File: src/rtl/line_timing_tracker.sv
// -----------------------------------------------------------------------------
// line_timing_tracker
//
// Purpose: takes the h_sync/v_sync levels produced by the sync extractor in the
// 100MHz domain, measures the line period, decides whether the line timing is
// stable (locked), and regenerates per-pixel timing for RGB111 capture / SCART
// output. Pixel timing comes from a 32-bit NCO whose phase is zeroed on every
// accepted line edge, so pixel 0 is always aligned to the line sync.
//
// Ports:
//   clk          in   100MHz system clock
//   reset        in   synchronous, active-high reset
//   h_sync       in   active-high line sync level, synchronous to clk
//   v_sync       in   active-high field sync level, synchronous to clk
//   pixel_ce     out  one-clk pixel strobe
//   pixel_x      out  pixel index since last line start, saturates at 1023
//   line_num     out  line index since last field start, saturates at 1023
//   field        out  0 = first field, 1 = second field
//   active       out  inside the active window and locked (1 clk behind pixel_x)
//   line_start   out  one-clk pulse per h edge
//   field_start  out  one-clk pulse per v edge
//   locked       out  line timing stable
// -----------------------------------------------------------------------------
module line_timing_tracker #(
   parameter logic [31:0] PIX_INC        = 32'd687194768,
   parameter int          LINE_MIN       = 6300,
   parameter int          LINE_MAX       = 6500,
   parameter int          H_TIMEOUT      = 12800,
   parameter int          LOCK_LINES     = 8,
   parameter int          H_ACTIVE_START = 192,
   parameter int          H_ACTIVE_LEN   = 640,
   parameter int          V_ACTIVE_START = 23,
   parameter int          V_ACTIVE_LEN   = 256
) (
   input  logic       clk,
   input  logic       reset,
   input  logic       h_sync,
   input  logic       v_sync,
   output logic       pixel_ce,
   output logic [9:0] pixel_x,
   output logic [9:0] line_num,
   output logic       field,
   output logic       active,
   output logic       line_start,
   output logic       field_start,
   output logic       locked
);

   localparam logic [1:0] ST_UNLOCKED  = 2'd0;
   localparam logic [1:0] ST_ACQUIRING = 2'd1;
   localparam logic [1:0] ST_LOCKED    = 2'd2;

   localparam logic [13:0] LEN_MIN     = 14'(LINE_MIN);
   localparam logic [13:0] LEN_MAX     = 14'(LINE_MAX);
   localparam logic [13:0] TIMEOUT     = 14'(H_TIMEOUT);
   // A v edge in the second half of a line marks the second (odd) field.
   localparam logic [13:0] FIELD_SPLIT = 14'(LINE_MIN / 2);
   localparam logic [3:0]  LOCK_CNT    = 4'(LOCK_LINES);
   localparam logic [10:0] H_BEG       = 11'(H_ACTIVE_START);
   localparam logic [10:0] H_END       = 11'(H_ACTIVE_START + H_ACTIVE_LEN);
   localparam logic [10:0] V_BEG       = 11'(V_ACTIVE_START);
   localparam logic [10:0] V_END       = 11'(V_ACTIVE_START + V_ACTIVE_LEN);

   logic        hs_q, hs_prev_q, vs_q, vs_prev_q;
   logic [13:0] h_count_q, h_count_d;
   logic [31:0] phase_q, phase_d;
   logic [3:0]  good_cnt_q, good_cnt_d;
   logic [1:0]  state_q, state_d;
   logic        pixel_ce_q, pixel_ce_d;
   logic [9:0]  pixel_x_q, pixel_x_d;
   logic [9:0]  line_num_q, line_num_d;
   logic        field_q, field_d;
   logic        active_q, active_d;
   logic        line_start_q, line_start_d;
   logic        field_start_q, field_start_d;
   logic        locked_q, locked_d;

   logic        h_edge, v_edge, line_valid, timeout;
   logic [32:0] nco_sum;

   always_comb begin
      h_edge     = hs_q & ~hs_prev_q;
      v_edge     = vs_q & ~vs_prev_q;
      // h_count holds the length of the line that this edge terminates.
      line_valid = (h_count_q >= LEN_MIN) && (h_count_q <= LEN_MAX);
      timeout    = (h_count_q == TIMEOUT);
      nco_sum    = {1'b0, phase_q} + {1'b0, PIX_INC};

      h_count_d  = timeout ? h_count_q : h_count_q + 14'd1;
      phase_d    = nco_sum[31:0];
      pixel_ce_d = nco_sum[32];
      pixel_x_d  = (nco_sum[32] && pixel_x_q != 10'h3ff) ? pixel_x_q + 10'd1 : pixel_x_q;
      line_num_d = line_num_q;
      field_d    = field_q;
      state_d    = state_q;
      good_cnt_d = good_cnt_q;
      locked_d   = locked_q;

      if (h_edge) begin
         h_count_d  = '0;
         phase_d    = '0;
         pixel_ce_d = 1'b0;
         pixel_x_d  = '0;
         if (line_num_q != 10'h3ff) line_num_d = line_num_q + 10'd1;
         case (state_q)
            ST_UNLOCKED: begin
               // First edge only starts the measurement; nothing to judge yet.
               state_d    = ST_ACQUIRING;
               good_cnt_d = '0;
            end
            ST_ACQUIRING: begin
               if (line_valid) begin
                  good_cnt_d = good_cnt_q + 4'd1;
                  if (good_cnt_q + 4'd1 == LOCK_CNT) begin
                     state_d  = ST_LOCKED;
                     locked_d = 1'b1;
                  end
               end else begin
                  good_cnt_d = '0;
               end
            end
            ST_LOCKED: begin
               if (!line_valid) begin
                  state_d    = ST_ACQUIRING;
                  good_cnt_d = '0;
                  locked_d   = 1'b0;
               end
            end
            default: begin
               state_d    = ST_UNLOCKED;
               good_cnt_d = '0;
               locked_d   = 1'b0;
            end
         endcase
      end else if (timeout) begin
         state_d    = ST_UNLOCKED;
         good_cnt_d = '0;
         locked_d   = 1'b0;
      end

      // v wins over h for line_num; field sees h_count before the h clear.
      if (v_edge) begin
         line_num_d = '0;
         field_d    = (h_count_q >= FIELD_SPLIT);
      end

      line_start_d  = h_edge;
      field_start_d = v_edge;
      active_d      = locked_q &&
                      ({1'b0, pixel_x_q}  >= H_BEG) && ({1'b0, pixel_x_q}  < H_END) &&
                      ({1'b0, line_num_q} >= V_BEG) && ({1'b0, line_num_q} < V_END);
   end

   always_ff @(posedge clk) begin
      if (reset) begin
         hs_q          <= 1'b0;
         hs_prev_q     <= 1'b0;
         vs_q          <= 1'b0;
         vs_prev_q     <= 1'b0;
         h_count_q     <= '0;
         phase_q       <= '0;
         good_cnt_q    <= '0;
         state_q       <= ST_UNLOCKED;
         pixel_ce_q    <= 1'b0;
         pixel_x_q     <= '0;
         line_num_q    <= '0;
         field_q       <= 1'b0;
         active_q      <= 1'b0;
         line_start_q  <= 1'b0;
         field_start_q <= 1'b0;
         locked_q      <= 1'b0;
      end else begin
         hs_q          <= h_sync;
         hs_prev_q     <= hs_q;
         vs_q          <= v_sync;
         vs_prev_q     <= vs_q;
         h_count_q     <= h_count_d;
         phase_q       <= phase_d;
         good_cnt_q    <= good_cnt_d;
         state_q       <= state_d;
         pixel_ce_q    <= pixel_ce_d;
         pixel_x_q     <= pixel_x_d;
         line_num_q    <= line_num_d;
         field_q       <= field_d;
         active_q      <= active_d;
         line_start_q  <= line_start_d;
         field_start_q <= field_start_d;
         locked_q      <= locked_d;
      end
   end

   assign pixel_ce    = pixel_ce_q;
   assign pixel_x     = pixel_x_q;
   assign line_num    = line_num_q;
   assign field       = field_q;
   assign active      = active_q;
   assign line_start  = line_start_q;
   assign field_start = field_start_q;
   assign locked      = locked_q;

endmodule

File: config.mk
export PLATFORM = sky130hd
export DESIGN_NAME = line_timing_tracker
export DESIGN_NICKNAME = d
export VERILOG_FILES = /design/src/rtl/line_timing_tracker.sv
export SDC_FILE = /design/constraint.sdc
export NUM_CORES = 1
export LEC_CHECK = 0
export ABC_AREA = 1
export BUFFER_PORTS_ARGS = -buffer_cell sky130_fd_sc_hd__buf_4
export CAP_MARGIN = 20
export CORE_AREA = 2 2 87 89
export CTS_CLUSTER_DIAMETER = 200
export DETAILED_ROUTE_END_ITERATION = 10
export DIE_AREA = 0 0 89 91
export MAX_ROUTING_LAYER = met4
export PLACE_DENSITY = 0.87
export SYNTH_ARGS = -nofsm -noshare
export SYNTH_HDL_FRONTEND = slang
export SYNTH_SLANG_ARGS = --single-unit
File: constraint.sdc
create_clock -name clk -period 2.3 [get_ports clk]
set_input_delay 0.115 -clock clk [delete_from_list [all_inputs] [get_ports clk]]
set_output_delay 0.115 -clock clk [all_outputs]
set_load 0.01 [all_outputs]
Yosys cells after proc, flatten, opt, wreduce, memory -nomap -nowiden. Index checks and enable logic that the tools add are counted.

Register bits after elaboration: 82. Bits of input ports: 4. Output and inout port bits: 26. Word-level logic and storage cells: 73.

Add/subtract/negate cells: 5. Magnitude comparators: 7. Eq/ne operators: 10. Multiplexer cells: 17. Bitwise operators: 4. Reductions and logical operators: 14.

Operator list (count): $add A32 B30 Y33 const B (1); $add A10 B1 Y10 const B (2); $ne A10 B10 Y1 const B (2); $mux W4 (4); $add A14 B1 Y14 const B (1); $eq A14 B14 Y1 const B (1); $ge A14 B12 Y1 const B (1); $ge A14 B13 Y1 const B (1); $le A14 B13 Y1 const B (1); $ge A10 B5 Y1 const B (1); $ge A10 B8 Y1 const B (1); $lt A10 B10 Y1 const B (1); $lt A10 B9 Y1 const B (1); $mux W2 (5); $ne A3 B3 Y1 const B (3); $pmux W4 S2 (1); $logic_and A1 B1 Y1 (6); $pmux W2 S3 (1); $mux W1 (5); $reduce_and A5 Y1 (1); $add A4 B1 Y4 const B (1); $eq A4 B4 Y1 const B (1); $reduce_and A2 Y1 (2); $reduce_and A4 Y1 (1); other kinds (9) (12).

Longest topological paths before layout.
Word-level depth: 6. Mapped depth: 14. Gate-level depth less buffers: 14.

Worst setup path after synthesis. OpenSTA, ideal clock, no wires.

Path kind: register -> register. Start point: register pixel_x_q[1] (netlist: pixel_x[1]). End point: register pixel_x_q[9] (netlist: pixel_x[9]). Library setup time: 71 ps. Arrival time: 1623 ps. Required time: 2229 ps. Setup slack: 607 ps. Stages on the path, launching flop included: 9. Path buffers: 1. Clock period less this slack: 1693 ps. Path through: dfxtp_1 -> ha_1 -> nand2_2 -> nor3b_2 -> nand4_2 -> nand2_2 -> buf_6 -> nand2_1 -> a21oi_1.

Cells in the longest elaborated chain, start to end: 2. Elaborated cells between the ends (all ways): 3. Those cells by class: add/sub (1); eq/ne (1); reduce/logical (1).

Ends and longest elaborated chain: start: declaration (RTL line 70) `logic [9:0] pixel_x_q, pixel_x_d;`; start signal: assignment (RTL line 182) `pixel_x_q <= pixel_x_d;`; branches (longest 2 deep; another with $add A10 B1 Y10).

Parallel ways; which one is timed is not known. A chain may end at the register's enable or synchronous reset.

Worst setup path after layout.
Start point: register phase_q[4]. End point: register pixel_x_q[5] (netlist: pixel_x[5]).

Cells in the longest elaborated chain, start to end: 2.

Ends and longest elaborated chain: start: declaration (RTL line 66) `logic [31:0] phase_q, phase_d;`; start signal: assignment (RTL line 178) `phase_q <= phase_d;`; $add A32 B30 Y33 (RTL line 87) `nco_sum = {1'b0, phase_q} + {1'b0, PIX_INC};`; $logic_and A1 B1 Y1 (RTL line 92) `pixel_x_d = (nco_sum[32] && pixel_x_q != 10'h3ff) ? pixel_x_q + 10'd1 : pixel_x_q;`.

Every way passes these cells.

==> run_results.csv <==
group,metric,value,unit
grt,grt_pass1_wl,16100,µm
power_and_ir_drop,p_sw,804,µW
timing,hold_viol,0,
synth,synth_area_leader_cell,"dfxtp_1",
grt,grt_pass1_vias,3797,
placement,dpl-instance-area,4480,µm²
placement,place_hpwl,6980,µm
clock_tree,clockRootBuffer,"clkbuf_8",
clock_tree,clk_pin_slew,80,ps
route,viasPerCell,5.33,
critical_path,worstSetupEndpointType,"flop",
critical_path,worst-path-max-fanout,11,
clock_tree,cts_tree,"done",
grt,antenna_found_initial,0,
synth,netlist_instances,620,
die,die_w,89,µm
layout,fillerInstances,650,
critical_path,crit_required,2500,ps
critical_path,crit_arrival,2180,ps
placement,port_buffers,29,
layout,stdcell_count,759,
timing,final.period_utilization,0.858,
route,final_antenna_net_count,0,
timing,setup_tns,0,ps
route,firstDrtPassIters,4,
timing,period_needed,1970,ps
layout,regArea,1560,µm²
die,fp.coreArea,7140,µm²
timing,setup_violations,0,
clock_tree,cts_buffer_depth,2,
critical_path,crit_chain,"ha_1, nand2_1, nand2_1, nand2_1, inv_2, nor2_2, nor2_2, nor2_1, o21ai_4, nand2_2, nand2_1, a21oi_1",
critical_path,startpoint_type,"flop",
layout,multi_input_area,2240,µm²
critical_path,path_buf_inv,1,
critical_path,critPathMaxStageDelay,360,ps
clock_tree,h-tree-depth,3,
placement,place_congestion,0.946,
clock_tree,cts_resized,0,
timing,tightest_slew,619,ps
critical_path,cpMostUsedCell,"nand2_1",
grt,grt_max_degree,30,
clock_tree,cts.sinks,78,
clock_tree,hold_buffers,2,
timing,finClkSkew,10.1,ps
route,drt_iter0_markers,204,
route,vias,4045,
layout,area_delta_synth_final,12.8,%
synth,yosysWarningCount,0,
timing,grt_setup_unrepaired,"false",
timing,final-max-slew-violation-count,0,
clock_tree,post_cts_buffers,0,
power_and_ir_drop,internal_power,2.04,mW
timing,timing.slew.headroom,0.587,
synth,synth_cell_types,43,
die,start_util,0.584,
die,num_io_pins,30,
power_and_ir_drop,p_seq_frac,0.521,
layout,stdcell_area,4700,µm²
layout,fin_nets,666,
synth,synth_area,4170,µm²
critical_path,cpMaxStageDelayCell,"dfxtp_1",
synth,ys_seq_area_frac,0.374,
route,wl,9300,µm
outcome,status,"finished, final reports clean",
placement,dp_cells,741,
die,fp.dieH,91,µm
layout,diodes,0,
power_and_ir_drop,p_leak,2.01,nW
route,wire_per_inst,12.3,µm
synth,avgSynthCellArea,6.73,µm²
synth,syn_nets,631,
synth,ys_ff_latch,78,
synth,yosysMostFrequentCell,"nand2_1",
clock_tree,cts_made_buffers,9,
layout,drive_above_1_share,0.115,
grt,grt-ovfl-total,0,
clock_tree,clk_latency,340,ps
run,maxCapViolCount,0,
power_and_ir_drop,swShare,0.283,
power_and_ir_drop,power_frac_comb,0.120,
die,die_area,8100,µm²
grt,grt_usage,0.249,
timing,fmax,507,MHz
synth,synth_common_cells,"nand2_1 (119), nor2_1 (88), dfxtp_1 (78), inv_1 (73), a21oi_1 (59)",
power_and_ir_drop,vdd_drop_max,0.000495,V
power_and_ir_drop,pwr_density_cell,604,nW/µm²
hold_path,hold_path_class,"input pin to flop",
critical_path,worstSetupPathType,"flop to flop",
synth,async_flop_share,0,
synth,synth_top_area_frac,0.374,
critical_path,crit_family,"simple AND/OR/NAND/NOR gates",
synth,synth_edf_count,0,
die,placement_rows,31,
route,drc,0,
power_and_ir_drop,clkPwrFrac,0.360,
synth,synth_ff_type,"dfxtp_1",
synth,synthTopCellsByArea,"dfxtp_1 (37%), nand2_1 (11%), nor2_1 (7.9%)",
==> power by group through the flow <==
stage          sequential [mW]  clock [mW]  combinational, mW
2_1_floorplan             1.49           0              0.270
3_3_place_gp              1.51           0              0.325
3_5_place_dp              1.51           0              0.334
4_1_cts                   1.48        1.04              0.339
5_1_grt                   1.49        1.10              0.387
6_report                  1.48        1.02              0.340
==> per-layer routing <==
| metal | up-vias | wire (µm) | GRT usage |
|---|---|---|---|
| li1 | 2106 | - | - |
| met1 | 1849 | 4170 | 0.300 |
| met4 | 0 | 133 | 0.0796 |
| met2 | 76 | 4700 | 0.414 |
| met3 | 14 | 294 | 0.0527 |
| met5 | - | 0 | - |
==> final timing paths <==
check / cells past startpoint / start / slack (ps) / end
worst max-delay path: 12 / phase_q[4] / 330 / pixel_x[5]
worst min-delay path: 2 / reset / 30 / good_cnt_q[0]
worst max register to register: 12 / phase_q[4] / 330 / pixel_x[5]
worst min register to register: 2 / hs_q / 440 / hs_prev_q
==> cells by family (layout without fill, tap and decap cells) <==
family / Yosys count / after routing / synth area share
flops: 78 / 78 / 0.374
buf+inv: 93 / 133 / 0.0882
xor+xnor: 15 / 15 / 0.0315
simple gates: 312 / 312 / 0.331
compound gates: 115 / 115 / 0.154
fa+ha+maj: 7 / 7 / 0.0210
==> through the flow <==
| step | utilization | hold WS, ps | worst slack, ps | total power [mW] |
|---|---|---|---|---|
| 6_report | 0.659 | 26.6 | 327 | 2.84 |
| 5_1_grt | 0.659 | 10.6 | 132 | 2.97 |
| 4_1_cts | 0.659 | 11.3 | 327 | 2.86 |
| 3_5_place_dp | 0.628 | 323 | 407 | 1.84 |
| 3_3_place_gp | 0.628 | 315 | 516 | 1.83 |
| 2_1_floorplan | - | 203 | 607 | 1.76 |
==> cells in the final DEF, fill, tap and decap left out, types with 2 or more instances in the layout <==
master	count
nand3_2	2
a21oi_1	59
a31oi_1	4
nand3_1	53
nor2_2	3
nand2_1	119
nor3_1	18
buf_4	33
dlygate4sd3_1	2
nand4_1	12
clkinv_4	2
a21boi_0	4
a311oi_1	2
o21a_1	2
inv_2	8
ha_1	7
clkinvlp_4	2
nor2_1	88
nand2_2	6
o21ai_2	2
xor2_1	12
xnor2_1	3
clkbuf_8	9
nor4_1	3
inv_1	73
o21ai_0	35
dfxtp_1	78
==> registers in the layout, indices dropped and copies added (netlist names) <==
signal	flops
state_q	2
field_start	1
pixel_x	10
h_count_q	14
locked	1
phase_q	28
vs_prev_q	1
good_cnt_q	4
vs_q	1
pixel_ce	1
field	1
active	1
hs_q	1
line_start	1
line_num	10
hs_prev_q	1
==> worst reg2reg max path, cell delays in order, from the launching register on <==
cell and delay, ps:
dfxtp_1 360, ha_1 170, nand2_1 60, nand2_1 80, nand2_1 70, inv_2 70
nor2_2 50, nor2_2 180, nor2_1 110, o21ai_4 270, nand2_2 220, nand2_1 130
a21oi_1 70
==> layout make-up <==
class,instances,share of cell area
inverter,82,0.0657
clock buffer,10,0.0271
sequential,78,0.332
timing repair buffer,35,0.0569
tap,99,0.0263
multi-input combinational,449,0.477
clock inverter,6,0.0152
Note: power is estimated with default switching activity, not from simulation.
